==> src/rtl/red_unit.sv <==
// red_unit: multi-cycle reduction for the RED instruction.
// Produces the sign-extended sum of the four signed bytes of rs and rt:
//   rs[15:8] + rt[15:8] + rs[7:0] + rt[7:0]
// A single shared red_add16 slice performs every addition, sequenced
// by the FSM: IDLE -> LO -> HI -> SUM -> DONE.
// Optional macro: RED_FLAGS_EN adds the registered flag_z / flag_n outputs.
// Ports:
//   clk, rst_n          clock, async active-low reset
//   in_valid/in_ready   operand handshake (rs, rt)
//   flush               synchronous abort to IDLE
//   out_valid/out_ready result handshake (result[15:0])
//   flag_z, flag_n      result==0 / result sign (RED_FLAGS_EN only)

// Nonsaturating 16-bit adder slice; carry-out is dropped.
module red_add16 (
  input  logic [15:0] a,
  input  logic [15:0] b,
  output logic [15:0] sum
);
  assign sum = a + b;
endmodule

module red_unit (
  input  logic        clk,
  input  logic        rst_n,
  input  logic        in_valid,
  output logic        in_ready,
  input  logic [15:0] rs,
  input  logic [15:0] rt,
  input  logic        flush,
  output logic        out_valid,
  input  logic        out_ready,
  output logic [15:0] result
`ifdef RED_FLAGS_EN
  ,
  output logic        flag_z,
  output logic        flag_n
`endif
);

  typedef enum logic [2:0] {IDLE, LO, HI, SUM, DONE} state_t;

  typedef struct packed {
    logic [15:0] rs;
    logic [15:0] rt;
  } red_req_t;

  state_t      state;
  red_req_t    req_r;
  logic [8:0]  lo_r, hi_r;
  logic [15:0] result_r;
  logic [15:0] add_a, add_b, add_sum;

  // Operand select for the shared adder. Bytes and partial sums are
  // sign-extended to 16 bits; byte sums fit in 9 bits and the final sum
  // in 10, so the low bits of the 16-bit sum are exact.
  always_comb begin
    add_a = '0;
    add_b = '0;
    case (state)
      LO: begin
        add_a = {{8{req_r.rs[7]}},  req_r.rs[7:0]};
        add_b = {{8{req_r.rt[7]}},  req_r.rt[7:0]};
      end
      HI: begin
        add_a = {{8{req_r.rs[15]}}, req_r.rs[15:8]};
        add_b = {{8{req_r.rt[15]}}, req_r.rt[15:8]};
      end
      SUM: begin
        add_a = {{7{lo_r[8]}}, lo_r};
        add_b = {{7{hi_r[8]}}, hi_r};
      end
      default: ;
    endcase
  end

  red_add16 u_add (
    .a   (add_a),
    .b   (add_b),
    .sum (add_sum)
  );

  always_ff @(posedge clk or negedge rst_n) begin
    if (!rst_n) begin
      state    <= IDLE;
      req_r    <= '0;
      lo_r     <= '0;
      hi_r     <= '0;
      result_r <= '0;
`ifdef RED_FLAGS_EN
      flag_z   <= 1'b0;
      flag_n   <= 1'b0;
`endif
    end else if (flush) begin
      // Abort wins over any same-cycle accept or result handshake.
      state <= IDLE;
    end else begin
      case (state)
        IDLE: if (in_valid) begin
          req_r <= '{rs: rs, rt: rt};
          state <= LO;
        end
        LO: begin
          lo_r  <= add_sum[8:0];
          state <= HI;
        end
        HI: begin
          hi_r  <= add_sum[8:0];
          state <= SUM;
        end
        SUM: begin
          result_r <= add_sum;
`ifdef RED_FLAGS_EN
          flag_z   <= (add_sum == 16'h0000);
          flag_n   <= add_sum[15];
`endif
          state    <= DONE;
        end
        DONE: if (out_ready) state <= IDLE;
        default: state <= IDLE;
      endcase
    end
  end

  // Handshake outputs decode from state only.
  assign in_ready  = (state == IDLE);
  assign out_valid = (state == DONE);
  assign result    = result_r;

endmodule

==> config.mk <==
export PLATFORM = sky130hd
export DESIGN_NAME = red_unit
export DESIGN_NICKNAME = d
export VERILOG_FILES = /design/src/rtl/red_unit.sv
export SDC_FILE = /design/constraint.sdc
export NUM_CORES = 1
export LEC_CHECK = 0
export CORE_MARGIN = 2
export CORE_UTILIZATION = 45
export CTS_BUF_LIST = sky130_fd_sc_hd__clkbuf_8
export DETAILED_ROUTE_END_ITERATION = 16
export GPL_ROUTABILITY_DRIVEN = 1
export PLACE_DENSITY = 0.69
export SLEW_MARGIN = 20
export SYNTH_ARGS = -nofsm -noshare
export SYNTH_HDL_FRONTEND = slang
export SYNTH_SLANG_ARGS = --single-unit
==> constraint.sdc <==
create_clock -name clk -period 5.95 [get_ports clk]
set_input_delay 1.4875 -clock clk [delete_from_list [all_inputs] [get_ports clk]]
set_output_delay 1.4875 -clock clk [all_outputs]
set_load 0.02 [all_outputs]
==> impl_metrics.env, run 1 <==
export IMPL_postSynthAreaPerCell_um2=10.9
export IMPL_max_cap_violations=0
export IMPL_tcrit_tclk_final_pct=61.7
export IMPL_synth_xor_area_share_pct=1.03
export IMPL_core_um2=7290
export IMPL_boundaryPins=55
export IMPL_synth_sequential_area_ratio_pct=50.7
export IMPL_vdd_ir_drop_max_v=0.000170
export IMPL_hold_path_class="reg -> reg"
export IMPL_grt_first_pass_wirelength_mm=11.7
export IMPL_ys_types=37
export IMPL_start_util_pct=46.7
export IMPL_fp_dieArea_um2=8280
export IMPL_detail_route_vias_per_cell=5.26
export IMPL_design_final_nets=410
export IMPL_antenna_cells=0
export IMPL_die_extent_in_x_um=91.0
export IMPL_areaGrowthSynthToFinish_pct=22.5
export IMPL_worst_skew_pair_late_latency_ns=0.34
export IMPL_drt_pass1_iter_count=4
export IMPL_synth_edff_count=0
export IMPL_dr_total_vias=2448
export IMPL_critical_path_required_ns=4.46
export IMPL_totalNegativeSetupSlack_ns=0
export IMPL_timing_critical_path_slowest_stage_cell="dfrtp_1"
export IMPL_global_route_overflow_total=0
export IMPL_synth_net_count=360
export IMPL_path_delay_family="flip-flops"
export IMPL_dp_worst_setup_slack_ns=2.41
export IMPL_postSynthRegisterBits=69
export IMPL_max_slew_margin_rel_pct=41.2
export IMPL_post_drt_wl_per_cell_um=15.0
export IMPL_cts_buffers=9
export IMPL_synth_simple_gate_area_share_pct=10.7
export IMPL_fin_area_um2=4170
export IMPL_cp_max_fo=26
export IMPL_worst_hold_slack_ns=0.474
export IMPL_drc_errors=0
export IMPL_ys_dominant_reg_cell="dfrtp_1"
export IMPL_grt_setup_unrepaired="false"
export IMPL_cts_repair_resize_count=0
export IMPL_postSynthCellCount=313
export IMPL_async_sr_flop_fraction_pct=100
export IMPL_dp_hpwl_mm=5.01
export IMPL_fin_crit_ns=3.67
export IMPL_worstPathCellList="nor2_1 > and2_1 > clkdlybuf4s50_1"
export IMPL_grtUsageTotal_pct=18.1
export IMPL_grt_max_degree=46
export IMPL_max_stage_delay_ns=0.92
export IMPL_post_cts_repair_setup_buffers=0
export IMPL_timing_critical_path_buf_inv=1
export IMPL_setup_worst_path_end_class="output port"
export IMPL_report_final_hold_viol_count=0
export IMPL_timing_worst_slew_pin_value_ns=0.882
export IMPL_die_extent_in_y_um=91.0
export IMPL_leakage_power_nw=1.81
export IMPL_cts_path_max_buffers=2
export IMPL_cts_root_buf="clkbuf_8"
export IMPL_grt_antenna_before_repair=0
export IMPL_startpoint_type="flop"
export IMPL_ctsHtreeMaxLevel=3
export IMPL_synth_mux_area_share_pct=15.9
export IMPL_grt_pass1_vias=2353
export IMPL_clkSinkCount=69
export IMPL_cts_tree="yes"
export IMPL_clkSlewWorstSetupHoldPaths_ns=0.07
export IMPL_clock_skew_ns=0.00859
export IMPL_floorplan_rows=31
export IMPL_dominant_combinational_cell_family_by_area_after_synthesis="multiplexers"
export IMPL_synthesis_area_um2=3400
export IMPL_detail_route_iter0_violations=84
export IMPL_worst_endpoint_arrival_ns=2.18
export IMPL_share_of_the_synthesized_area_in_compound_gates_ao_oa_aoi_oai_pct=15.0
export IMPL_synth_fa_ha_area_share_pct=3.90
export IMPL_dpl_instance_area_um2=4000
export IMPL_setup_ws_ns=2.28
export IMPL_clock_fmax_mhz=272
export IMPL_finalSetupViolations=0
export IMPL_io_buffers=54
export IMPL_status="finished clean"
export IMPL_fin_util_pct=57.2
export IMPL_drv_slew=0
export IMPL_cts_hold_repair_buffers=0
export IMPL_pwr_density_cell_nw_per_um2=387
export IMPL_criticalPathCategory="reg -> out"
export IMPL_wire_length_after_detailed_routing_mm=6.98
export IMPL_place_congestion=0.823
export IMPL_ant_nets=0
export IMPL_layout_cell_share_with_drive_strength_beyond_1_pct=19.7
export IMPL_ys_warnings_count=0
-- cell families after synthesis --
family,Yosys count
buf+inv,22
mux,48
compound gates,79
simple gates,81
flops,69
fa+ha+maj,10
xor+xnor,4
-- per-stage QoR --
step           power (mW)  cells
5_1_grt              1.73    465
3_3_place_gp         1.28    451
6_report             1.61    465
2_1_floorplan        1.08    313
3_5_place_dp         1.30    451
4_1_cts              1.63    465
-- placed cells by master, fill, tap and decap left out, drive strengths merged, types with 9 or more instances in the layout --
cell type,n
clkbuf,11
o21ai,21
a22oi,12
ha,9
clkdlybuf4s50,53
a21oi,18
mux2,48
nand2,35
o31ai,12
nor2,25
dfrtp,69
-- worst min-delay path: stages (launching register included) --
cell and delay, ns:
dfrtp_1 0.34, nand2_1 0.05, o31ai_1 0.05
-- flip-flops by register name, indices dropped and copies added, names as in the netlist --
register and count:
req_r 32, result 16, hi_r 9, lo_r 9, state 3
-- final timing paths --
kind                       slack, ns  depth (start not counted)                      to                  from
max                             2.28                          3               out_valid  state[1]$_DFFE_PN0P_
min                             0.47                          2     lo_r[7]$_DFFE_PN0P_   lo_r[7]$_DFFE_PN0P_
max reg2reg                     2.41                         10     hi_r[8]$_DFFE_PN0P_  state[1]$_DFFE_PN0P_
min reg2reg                     0.47                          2     lo_r[7]$_DFFE_PN0P_   lo_r[7]$_DFFE_PN0P_
max in group asynchronous       3.85                          2    req_r[8]$_DFFE_PN0P_                 rst_n
min in group asynchronous       1.13                          1  result[10]$_DFFE_PN0P_                 rst_n
-- routing by layer --
metal  track usage, %  part of all wire, %
met5                0                    0
met2             29.1                   48
met3             4.73                  5.5
met4             6.06                  1.2
met1             23.8                   45
-- synthesized netlist by cell type, types with 6 or more instances --
cell       n  share of area [%]
a21oi_1   17                2.5
a22oi_1   12                2.6
buf_2     11                1.6
clkbuf_1   6               0.66
dfrtp_1   69                 51
ha_1       9                3.3
mux2_2    48                 16
nand2_1   34                3.7
nor2_1    24                2.6
nor3_1     6               0.88
o21ai_0   19                2.8
o31ai_1   12                2.6
-- power by group --
group | internal (mW) | switching, mW | leakage, nW
logic | 0.286 | 0.277 | 0.863
registers | 0.633 | 0.0903 | 0.859
clock network | 0.166 | 0.161 | 0.0922
total | 1.09 | 0.528 | 1.81
-- area by class of cell --
type | instances | area (um2)
fill | 672 | 3120
clock inverter | 3 | 13.8
clock buffer | 11 | 151
inverter | 5 | 18.8
multi-input combinational | 222 | 1580
timing repair buffer | 56 | 551
sequential | 69 | 1730
tap | 99 | 124
Power figures use the tool's default switching activity.
==> run 2, diff against run 1 <==
==> constraint.sdc (replaced) <==
create_clock -name clk -period 3.5 [get_ports clk]
set_input_delay 0.875 -clock clk [delete_from_list [all_inputs] [get_ports clk]]
set_output_delay 0.875 -clock clk [all_outputs]
set_load 0.02 [all_outputs]
==> run 2 against run 1 <==
Worst hold slack better by 0.0066 ns. Register-to-register slack worse by 1.8 ns. Global-route usage up 0.066 points. Via count up 1.5%. Combinational power up 71%. Wire length up 3.6%. Critical path type unchanged. Critical endpoint unchanged.
==> impl_metrics.env, run 2 (synthesized netlist as in run 1, its figures left out) <==
export IMPL_design_final_nets=415
export IMPL_boundaryPins=55
export IMPL_setup_worst_path_end_class="output port"
export IMPL_die_extent_in_y_um=91.0
export IMPL_criticalPathCategory="reg -> out"
export IMPL_cts_hold_repair_buffers=0
export IMPL_dp_hpwl_mm=5.29
export IMPL_cts_tree="yes"
export IMPL_fin_area_um2=4300
export IMPL_pwr_density_cell_nw_per_um2=705
export IMPL_ant_nets=0
export IMPL_floorplan_rows=31
export IMPL_post_cts_repair_setup_buffers=0
export IMPL_die_extent_in_x_um=91.0
export IMPL_cts_repair_resize_count=0
export IMPL_layout_cells_most_common="dfrtp_1"
export IMPL_max_stage_delay_ns=0.60
export IMPL_largest_register_ffs=32
export IMPL_totalNegativeSetupSlack_ns=0
export IMPL_io_buffers=54
export IMPL_dr_total_vias=2485
export IMPL_antenna_cells=0
export IMPL_grt_first_pass_wirelength_mm=11.7
export IMPL_worstHoldEndpoint="result[2]$_DFFE_PN0P_"
export IMPL_critical_path_required_ns=2.62
export IMPL_reg2reg_setup_slack_ns=0.57
export IMPL_post_drt_wl_per_cell_um=15.3
export IMPL_r2r_cells=10
export IMPL_grt_antenna_before_repair=0
export IMPL_drc_errors=0
export IMPL_setup_ws_ns=0.508
export IMPL_drv_slew=0
export IMPL_clock_skew_ns=0.0101
export IMPL_worst_hold_slack_ns=0.481
export IMPL_report_final_hold_viol_count=0
export IMPL_global_route_overflow_total=0
export IMPL_worst_endpoint_arrival_ns=2.12
export IMPL_timing_critical_path_buf_inv=2
export IMPL_worst_skew_pair_late_latency_ns=0.35
export IMPL_clock_fmax_mhz=334
export IMPL_reg2reg_from="state[0]$_DFFE_PN0P_"
export IMPL_timing_critical_path_slowest_stage_cell="clkdlybuf4s50_1"
export IMPL_post_layout_nonfiller_instances=472
export IMPL_final_cell_mix="dfrtp_1, clkdlybuf4s50_1, mux2_2, nand2_1, nor2_1"
export IMPL_rr_endpoint="hi_r[8]$_DFFE_PN0P_"
export IMPL_finalSetupViolations=0
export IMPL_status="finished clean"
export IMPL_grt_max_degree=70
export IMPL_wire_length_after_detailed_routing_mm=7.23
export IMPL_holdCritStartpoint="result[2]$_DFFE_PN0P_"
export IMPL_cts_path_max_buffers=2
export IMPL_ctsHtreeMaxLevel=3
export IMPL_detail_route_vias_per_cell=5.26
export IMPL_hold_path_depth=2
export IMPL_timing_worst_slew_pin_value_ns=0.866
export IMPL_drt_pass1_iter_count=4
export IMPL_fin_crit_ns=2.99
export IMPL_grt_setup_unrepaired="false"
export IMPL_registers_top_by_ff_count="req_r"
export IMPL_fillerInstances=656
export IMPL_total_power_draw_mw=3.03
export IMPL_vdd_ir_drop_max_v=0.000285
export IMPL_leakage_power_nw=1.88
export IMPL_grtUsageTotal_pct=18.1
export IMPL_path_delay_family="buffers and inverters"
export IMPL_cts_buffers=9
export IMPL_cp_max_fo=17
export IMPL_fin_util_pct=58.9
export IMPL_clkSinkCount=69
export IMPL_worstPathCellList="buf_4 > nor2_1 > and2_1 > clkdlybuf4s50_1"
export IMPL_detail_route_iter0_violations=159
export IMPL_dpl_instance_area_um2=4040
export IMPL_startpoint_type="flop"
export IMPL_dp_worst_setup_slack_ns=0.569
export IMPL_place_inst=456
export IMPL_layout_cell_share_with_drive_strength_beyond_1_pct=20.9
export IMPL_place_congestion=0.900
export IMPL_clkSlewWorstSetupHoldPaths_ns=0.07
export IMPL_tcrit_tclk_final_pct=85.5
export IMPL_max_slew_margin_rel_pct=42.3
export IMPL_critPathLaunch="state[0]$_DFFE_PN0P_"
export IMPL_fp_dieArea_um2=8280
export IMPL_areaGrowthSynthToFinish_pct=26.2
export IMPL_start_util_pct=46.7
export IMPL_max_cap_violations=0
export IMPL_hold_path_class="reg -> reg"
export IMPL_core_um2=7290
export IMPL_grt_pass1_vias=2420
export IMPL_cts_root_buf="clkbuf_8"
[run 2: worst max-delay path by stage]
stage / to / slack [ns] / depth (start not counted)
3_3_place_gp: result[10]$_DFFE_PN0P_ / 0.66 / 9
4_1_cts: out_valid / 0.50 / 4
6_report: out_valid / 0.51 / 4
3_5_place_dp: hi_r[8]$_DFFE_PN0P_ / 0.57 / 10
2_1_floorplan: result[10]$_DFFE_PN0P_ / 0.90 / 12
5_1_grt: result[8]$_DFFE_PN0P_ / 0.29 / 10
[run 2: worst min-delay path, cell delays in order (launching register included)]
cell and delay (ns):
dfrtp_1 0.34, nand2_1 0.05, o21ai_0 0.06
[run 2: where the power goes]
part	switching, mW	total (mW)	internal (mW)
Sequential	0.163	1.24	1.08
Clock	0.298	0.827	0.530
Combinational	0.473	0.964	0.491
[run 2: area by class of cell]
cell class / count / area [um2] / share of cell area [%]
clock buffer: 12 / 165 / 3.84
clock inverter: 4 / 93.8 / 2.18
inverter: 5 / 18.8 / 0.437
multi-input combinational: 222 / 1580 / 36.8
sequential: 69 / 1730 / 40.2
tap: 99 / 124 / 2.88
timing repair buffer: 61 / 588 / 13.7
[run 2: layer usage]
layer  vias to the layer above  GRT usage [%]  routed length, um
li1                       1222              -                  -
met1                      1179           23.7               3200
met2                        73           29.2               3540
met3                        11           4.65                378
met4                         0           6.82                106
met5                         -              0                  0
